`src/rtl/boot_pkg.sv`:
```
// Shared types and constants for the IMEM boot loader.
// The header and the payload words are both 4-byte little-endian fields.
package boot_pkg;

  typedef enum logic [1:0] {
    HDR  = 2'd0,
    LOAD = 2'd1,
    DONE = 2'd2,
    ERR  = 2'd3
  } boot_state_t;

  localparam int unsigned HDR_BYTES  = 4;
  localparam int unsigned WORD_BYTES = 4;

endpackage

```
`src/rtl/byte_packer.sv`:
```
// 8->32 little-endian word assembler with lane counter and clear.
// word_next exposes the word being completed by the current byte for same-edge decisions.
module byte_packer
  import boot_pkg::*;
(
  input  logic        clk,
  input  logic        rst,
  input  logic        clr,
  input  logic        byte_valid,
  input  logic [7:0]  byte_data,
  input  logic        emit,
  output logic        last_byte,
  output logic [31:0] word_next,
  output logic        word_valid,
  output logic [31:0] word
);

  localparam logic [1:0] LANE_LAST = 2'(WORD_BYTES - 1);

  logic [1:0]  lane;
  logic [23:0] acc;

  assign last_byte = byte_valid && (lane == LANE_LAST);
  assign word_next = {byte_data, acc};

  always_ff @(posedge clk) begin
    if (rst) begin
      lane       <= '0;
      acc        <= '0;
      word_valid <= 1'b0;
      word       <= '0;
    end else begin
      word_valid <= 1'b0;
      if (clr) begin
        lane <= '0;
      end else if (byte_valid) begin
        lane <= last_byte ? 2'd0 : lane + 2'd1;
        case (lane)
          2'd0:    acc[7:0]   <= byte_data;
          2'd1:    acc[15:8]  <= byte_data;
          2'd2:    acc[23:16] <= byte_data;
          default: ;
        endcase
        // Only payload words are published; the header is consumed via word_next.
        if (last_byte && emit) begin
          word_valid <= 1'b1;
          word       <= word_next;
        end
      end
    end
  end

endmodule

```
`src/rtl/imem_boot_loader.sv`:
```
// Streams a length-prefixed program image into instruction memory and
// holds the core in reset until the final word has been committed.
//
//   state | meaning
//   ------+-----------------------------------------------------------
//   HDR   | collecting the 4-byte word count
//   LOAD  | packing payload bytes and writing one IMEM word per 4 bytes
//   DONE  | image written; core released one cycle after entry
//   ERR   | count larger than IMEM; core held in reset
module imem_boot_loader
  import boot_pkg::*;
#(
  parameter int IMEM_DEPTH = 256,
  parameter int ADDR_W     = $clog2(IMEM_DEPTH)
) (
  input  logic              clk,
  input  logic              rst,
  input  logic              s_valid,
  output logic              s_ready,
  input  logic [7:0]        s_data,
  output logic              imem_we,
  output logic [ADDR_W-1:0] imem_waddr,
  output logic [31:0]       imem_wdata,
  output logic              core_rst_n,
  output logic              busy,
  output logic              done,
  output logic              err,
  output logic [ADDR_W:0]   words_loaded
);

  boot_state_t state_q, state_d;

  logic            accept;
  logic            pk_clr;
  logic            pk_emit;
  logic            pk_last;
  logic [31:0]     pk_word_next;
  logic [ADDR_W:0] count_q;
  logic            hdr_zero;
  logic            hdr_over;
  logic            load_last;

  assign accept    = s_valid && s_ready;
  // Full 32-bit compare so huge counts cannot alias onto a legal size.
  assign hdr_zero  = (pk_word_next == 32'd0);
  assign hdr_over  = (pk_word_next > 32'(IMEM_DEPTH));
  assign load_last = ((words_loaded + (ADDR_W+1)'(1)) == count_q);

  byte_packer u_packer (
    .clk        (clk),
    .rst        (rst),
    .clr        (pk_clr),
    .byte_valid (accept),
    .byte_data  (s_data),
    .emit       (pk_emit),
    .last_byte  (pk_last),
    .word_next  (pk_word_next),
    .word_valid (imem_we),
    .word       (imem_wdata)
  );

  always_ff @(posedge clk) begin
    if (rst) state_q <= HDR;
    else     state_q <= state_d;
  end

  always_comb begin
    state_d = state_q;
    case (state_q)
      HDR: begin
        if (pk_last) begin
          if (hdr_zero)      state_d = DONE;
          else if (hdr_over) state_d = ERR;
          else               state_d = LOAD;
        end
      end
      LOAD: begin
        if (pk_last && load_last) state_d = DONE;
      end
      default: ;
    endcase
  end

  always_comb begin
    s_ready = (state_q == HDR) || (state_q == LOAD);
    pk_emit = (state_q == LOAD);
    pk_clr  = !s_ready;
  end

  always_ff @(posedge clk) begin
    if (rst) begin
      count_q      <= '0;
      imem_waddr   <= '0;
      words_loaded <= '0;
      core_rst_n   <= 1'b0;
      busy         <= 1'b1;
      done         <= 1'b0;
      err          <= 1'b0;
    end else begin
      if ((state_q == HDR) && pk_last) count_q <= pk_word_next[ADDR_W:0];
      // Address and count move on the same edge the packer raises imem_we.
      if ((state_q == LOAD) && pk_last) begin
        imem_waddr   <= words_loaded[ADDR_W-1:0];
        words_loaded <= words_loaded + (ADDR_W+1)'(1);
      end
      core_rst_n <= (state_q == DONE);
      busy       <= (state_d == HDR) || (state_d == LOAD);
      done       <= (state_d == DONE);
      err        <= (state_d == ERR);
    end
  end

endmodule

```
`config.mk`:
```
export PLATFORM = sky130hd
export DESIGN_NAME = imem_boot_loader
export DESIGN_NICKNAME = d
export VERILOG_FILES = /design/src/rtl/boot_pkg.sv /design/src/rtl/byte_packer.sv /design/src/rtl/imem_boot_loader.sv
export SDC_FILE = /design/constraint.sdc
export NUM_CORES = 1
export LEC_CHECK = 0
export ABC_AREA = 1
export CORE_MARGIN = 3
export CORE_UTILIZATION = 50
export CTS_CLUSTER_DIAMETER = 200
export DETAILED_ROUTE_END_ITERATION = 10
export GPL_ROUTABILITY_DRIVEN = 1
export PLACE_DENSITY = 0.77
export SLEW_MARGIN = 30
export SYNTH_ARGS = -nofsm -noshare
export SYNTH_HDL_FRONTEND = slang
export SYNTH_SLANG_ARGS = --single-unit
```
`constraint.sdc`:
```
create_clock -name clk -period 2.2 [get_ports clk]
set_input_delay 0.33 -clock clk [delete_from_list [all_inputs] [get_ports clk]]
set_output_delay 0.33 -clock clk [all_outputs]
set_load 0.02 [all_outputs]
```
After elaboration in Yosys (flattened, before gate mapping). Index checks and enable logic that the tools add are counted.

Reduce and logical (&&, ||, !) cells: 17. Bitwise operators: 2. Magnitude comparators: 1. Add/subtract/negate cells: 2. Muxes and demuxes: 7. Eq/ne operators: 9.

Operators with widths (count): $gt A32 B9 Y1 const B (1); $logic_not A32 Y1 (1); $reduce_and A3 Y1 (4); $eq A2 B2 Y1 const B (5); $mux W2 (5); $add A9 B1 Y9 const B (1); $eq A9 B9 Y1 (1); $eq A2 B1 Y1 const B (3); $logic_not A2 Y1 (3); $logic_and A1 B1 Y1 (5); $pmux W2 S2 (1); $reduce_or A3 Y1 (1); $add A2 B1 Y2 const B (1); $logic_or A1 B1 Y1 (2); $not A1 Y1 (2); $reduce_or A2 Y1 (1); $mux W1 (1).

Logic and storage cells: 52. Register bits after elaboration: 91. Output and inout bits: 55.

Logic depth before layout (Yosys ltp).
Word-level depth: 9. Mapped depth: 14.

Modules after synthesis. Synthesis repeated with hierarchy kept, for this count alone.

Cell total of the unflattened synthesis: 630. Area total of the unflattened synthesis: 4199.0 um2.

Modules (own cells, without submodules): byte_packer (area each 2509.9 um2, sequential area each 1181.1 um2, cells each 368, times used 1); imem_boot_loader (area each 1689.1 um2, sequential area each 640.6 um2, cells each 262, times used 1).

Worst setup path before layout. OpenSTA, ideal clock, no wires.

Path type: register to register. Start: reg words_loaded[0]. End: reg err. Setup time: 0.109 ns. Setup slack: 0.436 ns. Required time: 2.091 ns. Arrival time: 1.655 ns. Clock period less this slack: 1.764 ns. Stages on the path, launching flop included: 13. Cell sequence: dfxtp_1 -> ha_1 -> nand3_1 -> nor2_1 -> nand2_1 -> nand3_1 -> nand2_1 -> nor2_2 -> nand4_1 -> nand2_1 -> nand2_1 -> nand2_1 -> inv_1.

Word-level cells in the longest chain between the ends: 6.

Ends and longest elaborated chain: start: declaration (line imem_boot_loader.sv:28) `output logic [ADDR_W:0] words_loaded`; start signal: assignment (line imem_boot_loader.sv:104) `words_loaded <= words_loaded + (ADDR_W+1)'(1);`; $add A9 B1 Y9 (line imem_boot_loader.sv:47) `assign load_last = ((words_loaded + (ADDR_W+1)'(1)) == count_q);`; $eq A9 B9 Y1 (line imem_boot_loader.sv:47); $logic_and A1 B1 Y1 (line imem_boot_loader.sv:78) `if (pk_last && load_last) state_d = DONE;`; $mux W2 (line imem_boot_loader.sv:78); $pmux W2 S2 (line imem_boot_loader.sv:69) `case (state_q)`; $eq A2 B2 Y1 (line imem_boot_loader.sv:109) `err <= (state_d == ERR);`; end signal: assignment (line imem_boot_loader.sv:109); end: declaration (line imem_boot_loader.sv:27) `output logic err,`.

No other way between the ends. A chain may end at the register's enable or synchronous reset.

Worst setup path in the final report.
Start: reg words_loaded[1]. End: reg err.

Same word-level chain as after synthesis.

==> metrics.md <==
| Metric | Value |
|---|---|
| Via/cell ratio | 5.15 |
| CTS tree | done |
| Pwr Total | 3.23 mW |
| Site Rows | 30 |
| Hpwl dp | 5.86 mm |
| Adder-Cell Fraction of Synth Area | 1.72% |
| Largest net degree at the start of global routing | 79 |
| Setup-failing EPs final | 0 |
| Critical-path maximum fanout | 6 |
| Number of remaining DRC errors | 0 |
| Register area | 0.00182 sq mm |
| Max Cap Viol | 0 |
| I/O pins | 66 |
| DR vias | 3268 |
| Clk buf depth | 2 |
| Syn Std Cell Area | 0.00364 sq mm |
| Most common cell on crit path | nand2_1 |
| Horiz. Die Dim | 91.3 um |
| Input/output buffers | 65 |
| Core Box Area | 0.00691 sq mm |
| Largest family of logic cells by synthesized area | compound AO/OA/AOI/OAI gates |
| Initial Util | 52.6% |
| Total global routing overflow | 0 |
| Layout Nets | approximately 550 |
| Post-CTS Setup Bufs | 0 |
| Die Footprint | 0.00833 sq mm |
| Most frequent cells in the layout | dfxtp_1 (91), o21ai_0 (75), a21oi_1 (65), clkdlybuf4s50_1 (65), nand2_1 (56) |
| Setup CP Type | reg -> reg |
| First-pass GRT wire length | 13.9 mm |
| Yosys warns | 0 |
| Pre-antenna DRT Iters | 5 |
| Mapped Nets | 483 |
| Endpoints failing hold | 0 |
| Final ANT Viol Nets | 0 |
| WP data required | between 2 and 2.5 ns |
| H-Tree Depth | 3 |
| Mapped Avg Cell Area | 7.79 sq um |
| Layout Cells excl Fill | 634 |
| Part of the cycle the worst path needs | 85.7% |
| Worst Hold Class | reg -> reg |
| CTS Hold Bufs | 0 |
| Area share of and/or/nand/nor cells after synthesis | 19.6% |
| Final WL | around 8.4 mm |
| Rel. slew slack | 70.3% |
| Register area share after synthesis | 50.1% |
| Clock Skew | 0.00657 ns |
| Routed WL per cell | 13.2 um |
| Post-CTS Resized | 0 |
| Placed Area | 0.00442 sq mm |
| Crit path time final | 1.89 ns |
| Multi-input combinational cell area | about 0.0015 sq mm |
| Clock Latency Late Sink | 0.36 ns |
| #FFs+latches synth | 91 |
| CTS Sinks | a little over 90 |
| Fmax | 0.530 GHz |
| Power Density | 696 mW/mm^2 |
| Root buffer cell | clkbuf_8 |
| CP arrival | between 2 and 2.5 ns |
| Post-Synth XOR/XNOR Area | 0.482% |
| Worst slew pin tran | 0.445 ns |
| DRT iter0 DRCs | slightly above 200 |
| Final Hold Slack | 0.473 ns |
| Design area | 0.00464 sq mm |
| Slew Viols, Final | 0 |
| Post-Synthesis Cells | approximately 470 |
| RSZ-0062 raised after global routing | no |
| LEAKAGE | 1.87 nW |
| CP endpoint kind | register |
| Total Routing Usage GR | between 20% and 30% |
| DIE HEIGHT | 91.3 um |
| Commonest non-fill, non-tap cell in the layout | dfxtp_1 |
| Crit path largest cell delay | about 0.46 ns |
| Clock slew at reported path FFs | roughly 0.090 ns |
| Slowest-stage cell, CP | dfxtp_1 |
| Layout cell share with drive strength beyond 1 | 9.29% |
| Total CTS buffers | 9 |
| Unique masters post-synth | 26 |
| Total negative setup slack | 0 ns |
| Post-synthesis mux area share | 0% |
| Layout area overhead | 27.6% |
| VDD IR max | between 0.0004 and 0.0005 V |
| CP Cell Sequence | ha_1, nand3_1, o21bai_2, nand2_1, nand2_1, nand3_1, nor2_2, nand4_1, nand2_1, nand2_1, nand2_1, inv_1 |
| Placer Congestion | 0.818 |
| Ant. Diodes | 0 |
| Synth Area in Compound Gates | about a fifth |
| Dpl cells | 618 |
| Initial antenna violation count | 0 |
| Status | complete, no violations |
| Vias in the first global route | 3025 |
| Fill cell count | 618 |
| CP startpoint kind | register |
## flip-flops by register name, summed over array words and instances, names as in the netlist
signal and flops:
u_packer.lane 2, busy 1, err 1, count_q 9, done 1, u_packer.word 32, core_rst_n 1, u_packer.acc 24
u_packer.word_valid 1, words_loaded 9, state_q 2, imem_waddr 8
## report_power, final
part | switching [mW] | total (mW) | internal [mW]
registers | 0.0218 | 1.72 | 1.69
logic | 0.166 | 0.260 | 0.0937
clock network | 0.605 | 1.25 | 0.650
total | 0.792 | 3.23 | 2.44
## per-stage QoR
stage	utilization, %	setup WS, ns
after detailed placement	64.0	0.203
final	67.2	0.314
after global placement	64.0	0.231
after CTS	67.2	0.312
after global routing	67.2	0.161
after floorplan	-	0.436
## layout make-up
class                   count  area share, %
well taps                  96           2.59
clock inverters             7           2.13
inverters                  47           3.86
repair buffers             77           16.2
clock buffers               9           2.67
multi-input cells         307           33.3
flip-flops and latches     91           39.3
## logic make-up (layout without fill, tap and decap cells)
family	after synthesis	in the layout
buffers and inverters	69	140
AOI/OAI and AO/OA	146	146
xor gates and xnor gates	2	2
and+or+nand+nor	154	154
DFF	91	91
adders and majority gates	5	5
## synth_stat cells
| cell type | count | area [sq um] |
|---|---|---|
| inv_4 | 1 | 6.26 |
| nand3_1 | 22 | 110 |
| inv_1 | 42 | 158 |
| inv_2 | 4 | 15.0 |
| buf_1 | 3 | 11.3 |
| clkbuf_1 | 12 | 45.0 |
| nor2_2 | 4 | 25.0 |
| nand2_4 | 1 | 11.3 |
| xor2_1 | 1 | 8.76 |
| o21bai_2 | 1 | 11.3 |
| nand4_1 | 6 | 37.5 |
| o211ai_1 | 2 | 15.0 |
| nand2_2 | 5 | 31.3 |
| buf_2 | 7 | 35.0 |
| nor2_1 | 50 | 188 |
| nand3b_1 | 2 | 15.0 |
| nor2_8 | 1 | 20.0 |
| a211oi_1 | 3 | 22.5 |
| a21oi_1 | 65 | 325 |
| o21ai_0 | 75 | 375 |
| xnor2_1 | 1 | 8.76 |
| nand2_1 | 56 | 210 |
| nor2_4 | 5 | 56.3 |
| nor3_1 | 2 | 10.0 |
| dfxtp_1 | 91 | 1820 |
| ha_1 | 5 | 62.6 |
## path summary, 6_finish.rpt
check	slack (ns)	endpoint	cells past startpoint	start
min reg2reg	0.47	count_q[6]$_SDFFE_PP0P_	2	count_q[6]$_SDFFE_PP0P_
max	0.31	err$_SDFF_PP0_	12	words_loaded[1]$_SDFFE_PP0P_
min	0.47	count_q[6]$_SDFFE_PP0P_	2	count_q[6]$_SDFFE_PP0P_
max reg2reg	0.31	err$_SDFF_PP0_	12	words_loaded[1]$_SDFFE_PP0P_
## metal layers
metal	wire (um)	track usage [%]
met1	3820	27.4
met2	4000	32.3
met3	431	3.07
met4	125	9.17
met5	0	0
## critical path, delay by kind of cell (launching register included)
kind | cells | cell delay [ns]
simple gates | 9 | 0.87
flops | 1 | 0.46
fa+ha+maj | 1 | 0.27
compound gates | 1 | 0.16
buf+inv | 1 | 0.03
Note: power is estimated with default switching activity, not from simulation.
